[config.mk]
export PLATFORM = sky130hd
export DESIGN_NAME = cipher_stream_out
export DESIGN_NICKNAME = d
export VERILOG_FILES = /design/src/rtl/cipher_stream_out.sv
export SDC_FILE = /design/constraint.sdc
export NUM_CORES = 1
export LEC_CHECK = 0
export BUFFER_PORTS_ARGS = -buffer_cell sky130_fd_sc_hd__buf_4
export CAP_MARGIN = 20
export CORE_MARGIN = 1
export CORE_UTILIZATION = 45
export DETAILED_ROUTE_END_ITERATION = 16
export GPL_TIMING_DRIVEN = 0
export HOLD_SLACK_MARGIN = 0.06
export MAX_ROUTING_LAYER = met4
export PLACE_DENSITY = 0.58
export REMOVE_ABC_BUFFERS = 1
export SETUP_SLACK_MARGIN = 0.15
export SYNTH_ARGS = -nofsm -noshare
export SYNTH_HDL_FRONTEND = slang
export SYNTH_SLANG_ARGS = --single-unit
export TNS_END_PERCENT = 50
[constraint.sdc]
create_clock -name clk -period 3.1 [get_ports clk]
set_clock_uncertainty 0.15 [all_clocks]
set_input_delay 0.155 -clock clk [delete_from_list [all_inputs] [get_ports clk]]
set_output_delay 0.155 -clock clk [all_outputs]
set_load 0.01 [all_outputs]
[src/rtl/cipher_stream_out.sv]
// cipher_stream_out: buffers 64-bit ciphertext blocks in a small FIFO and
// serializes them MSB-first as a byte stream with valid/ready handshake.
module cipher_stream_out #(
  parameter int DEPTH = 4
) (
  input  logic        clk,
  input  logic        reset,
  input  logic        en_cipher,
  input  logic [63:0] cipher_block_i,
  input  logic        last_block_i,
  output logic [7:0]  byte_o,
  output logic        valid_o,
  input  logic        ready_i,
  output logic        last_o,
  output logic        full_o,
  output logic        empty_o,
  output logic        overflow_o
);

  localparam int AW = $clog2(DEPTH);
  localparam logic [AW:0] DEPTH_C = (AW+1)'(DEPTH);

  typedef enum logic {IDLE, SHIFT} state_t;

  state_t        state, state_nxt;
  logic [64:0]   mem [DEPTH];
  logic [AW-1:0] wr_ptr, rd_ptr;
  logic [AW:0]   count;
  logic [63:0]   shifter;
  logic          last_q;
  logic [2:0]    byte_idx;
  logic          overflow;
  logic          fifo_ne, is_full, wr_en, pop, xfer;

  assign fifo_ne = (count != '0);
  assign is_full = (count == DEPTH_C);
  // A block arriving while full is dropped even if a pop frees a slot on the
  // same edge: acceptance is decided on the pre-edge occupancy only.
  assign wr_en   = en_cipher && !is_full;
  assign xfer    = (state == SHIFT) && ready_i;

  // Next-state: load from FIFO when idle, or chain the next block on the last byte
  always_comb begin
    state_nxt = state;
    pop       = 1'b0;
    case (state)
      IDLE: if (fifo_ne) begin
        pop       = 1'b1;
        state_nxt = SHIFT;
      end
      SHIFT: if (xfer && byte_idx == 3'd7) begin
        if (fifo_ne) pop       = 1'b1;
        else         state_nxt = IDLE;
      end
      default: state_nxt = IDLE;
    endcase
  end

  // State register
  always_ff @(posedge clk) begin
    if (reset) state <= IDLE;
    else       state <= state_nxt;
  end

  // FIFO storage: {last flag, block}; contents need no reset, pointers gate them
  always_ff @(posedge clk) begin
    if (wr_en) mem[wr_ptr] <= {last_block_i, cipher_block_i};
  end

  // Pointers, occupancy and sticky overflow
  always_ff @(posedge clk) begin
    if (reset) begin
      wr_ptr   <= '0;
      rd_ptr   <= '0;
      count    <= '0;
      overflow <= 1'b0;
    end else begin
      if (wr_en) wr_ptr <= wr_ptr + 1'b1;
      if (pop)   rd_ptr <= rd_ptr + 1'b1;
      case ({wr_en, pop})
        2'b10:   count <= count + 1'b1;
        2'b01:   count <= count - 1'b1;
        default: count <= count;
      endcase
      if (en_cipher && is_full) overflow <= 1'b1;
    end
  end

  // Shifter: a load takes priority over the shift of the outgoing last byte
  always_ff @(posedge clk) begin
    if (reset) begin
      shifter  <= '0;
      last_q   <= 1'b0;
      byte_idx <= '0;
    end else if (pop) begin
      shifter  <= mem[rd_ptr][63:0];
      last_q   <= mem[rd_ptr][64];
      byte_idx <= '0;
    end else if (xfer) begin
      shifter  <= {shifter[55:0], 8'h00};
      byte_idx <= byte_idx + 1'b1;
    end
  end

  assign valid_o    = (state == SHIFT);
  assign byte_o     = valid_o ? shifter[63:56] : 8'h00;
  assign last_o     = valid_o && (byte_idx == 3'd7) && last_q;
  assign full_o     = is_full;
  assign empty_o    = !fifo_ne && (state == IDLE);
  assign overflow_o = overflow;

endmodule

==> run metrics <==
outcome complete, no violations; total placed instance area ~0.014 mm^2; die extent in y 174 um; Detailed Route WL 28,900 um; number of buffers on the longest clock path 3; number of setup violations in the final report 0; number of warnings reported in the yosys synthesis log 0; worst hold slack around 0.15 ns; power per standard cell area a little under 900 mW/mm^2; type of element launching the critical path flip-flop; met2 wirelength from detailed routing 14,400 um; iteration-0 DRC count of the detailed router 645; longest individual stage delay on the worst path between 0.3 and 0.4 ns; pin count of the biggest net entering global routing 80; asr flop ratio synth 0%; Ports roughly 80; area share of the largest cell type after synthesis about three fifths; number of port buffers 81; final instance area 0.0164 mm^2; maximum clock frequency roughly 360 MHz; Layout area overhead 23.4%; cell family with the largest share of critical-path delay adder cells; data required time at the worst endpoint 3.38 ns; post-synthesis area per instance 17.0 um^2; Detail Placement HPWL 14,900 um; number of max-cap violations 0; wire length on met1 roughly 13,000 um; cell at the slowest stage of the critical path sky130_fd_sc_hd__fa_1; highest routing layer actually used met4; leading cell types by total area after synthesis sky130_fd_sc_hd__edfxtp_1, sky130_fd_sc_hd__dfxtp_1, sky130_fd_sc_hd__mux4_2; via count of the first global-routing pass 8,087; mapped cell area 0.0133 mm^2; number of buffers added by the clock tree synthesis step 36; number of remaining DRC errors 0; worst setup path startpoint byte_idx[1]; Post-synth EDFFs between 200 and 300; cell chain of the critical path ha_2 -> ha_4 -> a21boi_4 -> buf_16 -> or2_4 -> clkinv_8 -> ha_2 -> inv_1 -> fa_1 -> xor2_1 -> or3_1 -> a21oi_2; Distinct cells, synth 36; drt pass-1 iters 5; starting density of the core 45.9%; remaining global-route overflow 0; sequential cell area fraction in the yosys report a little over two thirds; Clock H-tree levels 2; static leakage 5.37 nW; clk slew on worst S/H paths 0.06 ns; final hold violation count 0; flop-to-flop setup slack 0.33 ns; row count 62; startpoint of the most critical hold path reset; dominant register cell in the synthesized netlist sky130_fd_sc_hd__edfxtp_1; Bufs and invs on worst path 3; vias post-DR 7,564; most used standard cell by instance count after synthesis sky130_fd_sc_hd__edfxtp_1; number of max-slew violations in the final report 0; ratio of cells with drive above 1 in the final layout between 20% and 30%; part of the cycle the worst path needs 89.5%; final net count 1,000; startpoint-to-endpoint class of the critical path reg -> reg; combined global-route utilization of all metal layers around a fifth; die outline area roughly 0.03 mm^2; R2R Path Start byte_idx[1]; number of routed nets with antenna violations 0; Worst-Skew Late Latency roughly 0.5 ns; Arr. time, crit path 3.05 ns; number of fill cells in the layout between 2,000 and 2,500; largest voltage drop on the vdd net 0.000535 V; clk root buf sky130_fd_sc_hd__clkbuf_16; worst hold-check path type in -> reg; antenna violations before repair 2; average wire per cell in the routed design 21.7 um; cell accounting for the most synthesized area sky130_fd_sc_hd__edfxtp_1; Clock Sink Count 339; weighted congestion reported at the end of routability-driven placement 0.704; Tmin final 2.77 ns; unrepaired setup endpoints after global routing no; Placeable Area between 0.02 and 0.03 mm^2; WL met3 between 1000 and 1500 um; library cell appearing most often on the critical path sky130_fd_sc_hd__ha_2; gate count after technology mapping 781; flip-flop and latch count after synthesis 339; die boundary width 174 um; worst-case headroom to the max-slew limit 25.2%; slew at the pin with the worst max-slew slack 1.12 ns; maximum fanout along the worst path 3; post-DR vias/cell 5.67; element type at the critical path end flip-flop; ranking of synthesized cells by instance count sky130_fd_sc_hd__edfxtp_1, sky130_fd_sc_hd__dfxtp_1, sky130_fd_sc_hd__mux4_2; first-pass GRT wire length 45,700 um; CTS tree built
-- flip-flops by register name, summed over array words and instances, names as in the netlist, named ones only --
signal and flops:
byte_idx 3, valid_o 1, last_q 1, wr_ptr 2, overflow_o 1, rd_ptr 2
shifter 64, count 3, mem 260
-- cells in the final DEF, fill, tap and decap left out, types with 4 or more instances in the layout --
master,instances
sky130_fd_sc_hd__edfxtp_1,260
sky130_fd_sc_hd__buf_4,86
sky130_fd_sc_hd__dfxtp_1,75
sky130_fd_sc_hd__dlygate4sd3_1,66
sky130_fd_sc_hd__mux4_2,65
sky130_fd_sc_hd__nor3_1,59
sky130_fd_sc_hd__nand3_1,58
sky130_fd_sc_hd__nand2_1,56
sky130_fd_sc_hd__clkbuf_16,37
sky130_fd_sc_hd__a311oi_2,30
sky130_fd_sc_hd__a311oi_1,26
sky130_fd_sc_hd__clkinv_2,12
sky130_fd_sc_hd__buf_16,11
sky130_fd_sc_hd__inv_1,9
sky130_fd_sc_hd__and2_1,8
sky130_fd_sc_hd__nand3b_1,8
sky130_fd_sc_hd__o2bb2ai_1,8
sky130_fd_sc_hd__a21oi_1,7
sky130_fd_sc_hd__nor2_1,6
sky130_fd_sc_hd__clkbuf_1,6
sky130_fd_sc_hd__and3_4,4
sky130_fd_sc_hd__o21ai_0,4
sky130_fd_sc_hd__ha_1,4
sky130_fd_sc_hd__clkbuf_8,4
-- worst paths after layout --
path / endpoint / cells past startpoint
setup / recovery: count[2] / 12
hold / removal: overflow_o / 2
setup reg to reg: count[2] / 12
hold reg to reg: overflow_o / 2
-- metrics by stage --
step	cells	util (%)	setup TNS (ns)	power, mW	worst slack [ns]
after detailed placement	1194	49.8	-4.23	9.70	-0.846
after floorplan	717	-	-134.52	8.24	-2.77
after CTS	1332	56.6	0	14.2	0.173
final	1335	56.7	0	14.1	0.325
after global placement	1182	48.6	-666.70	9.32	-6.41
after global routing	1335	56.7	0	14.8	0.206
-- cells by family after synthesis --
| logic type | Yosys count | synth area share, % |
|---|---|---|
| buffers and inverters | 74 | 2.79 |
| xor gates and xnor gates | 3 | 0.198 |
| DFF | 339 | 70.8 |
| and+or+nand+nor | 211 | 7.87 |
| AOI/OAI and AO/OA | 79 | 6.30 |
| adders and majority gates | 8 | 0.812 |
| muxes | 67 | 11.2 |
-- where the power goes --
group	leakage [nW]	internal, mW	switching [mW]
registers	3.04	5.58	0.396
logic	1.75	1.80	2.17
clock network	0.584	2.53	1.66
total	5.37	9.91	4.23
-- what timing repair did --
item,4_1_cts,5_1_grt
pin swaps,2,1
hold buffers,66,0
setup buffers,6,1
gates cloned,2,0
endpoints found under the hold margin,263,0
gates resized for setup,4,6
endpoints found under the setup margin,51,1
-- per-layer routing --
metal | up-vias | track usage [%]
met1 | 3913 | 26.8
li1 | 3414 | -
met5 | - | -
met3 | 48 | 3.09
met2 | 189 | 33.4
met4 | 0 | 5.08
-- final cells by class --
type / instances / area [um^2] / share of cell area (%)
Antenna cell: 2 / 5.00 / 0.0306
Clock buffer: 47 / 1000 / 6.13
Clock inverter: 17 / 158 / 0.964
Inverter: 10 / 50.0 / 0.306
Multi-Input combinational cell: 369 / 3560 / 21.8
Sequential cell: 339 / 9400 / 57.5
Tap cell: 384 / 480 / 2.94
Timing Repair Buffer: 167 / 1700 / 10.4
Note: power is estimated with default switching activity, not from simulation.
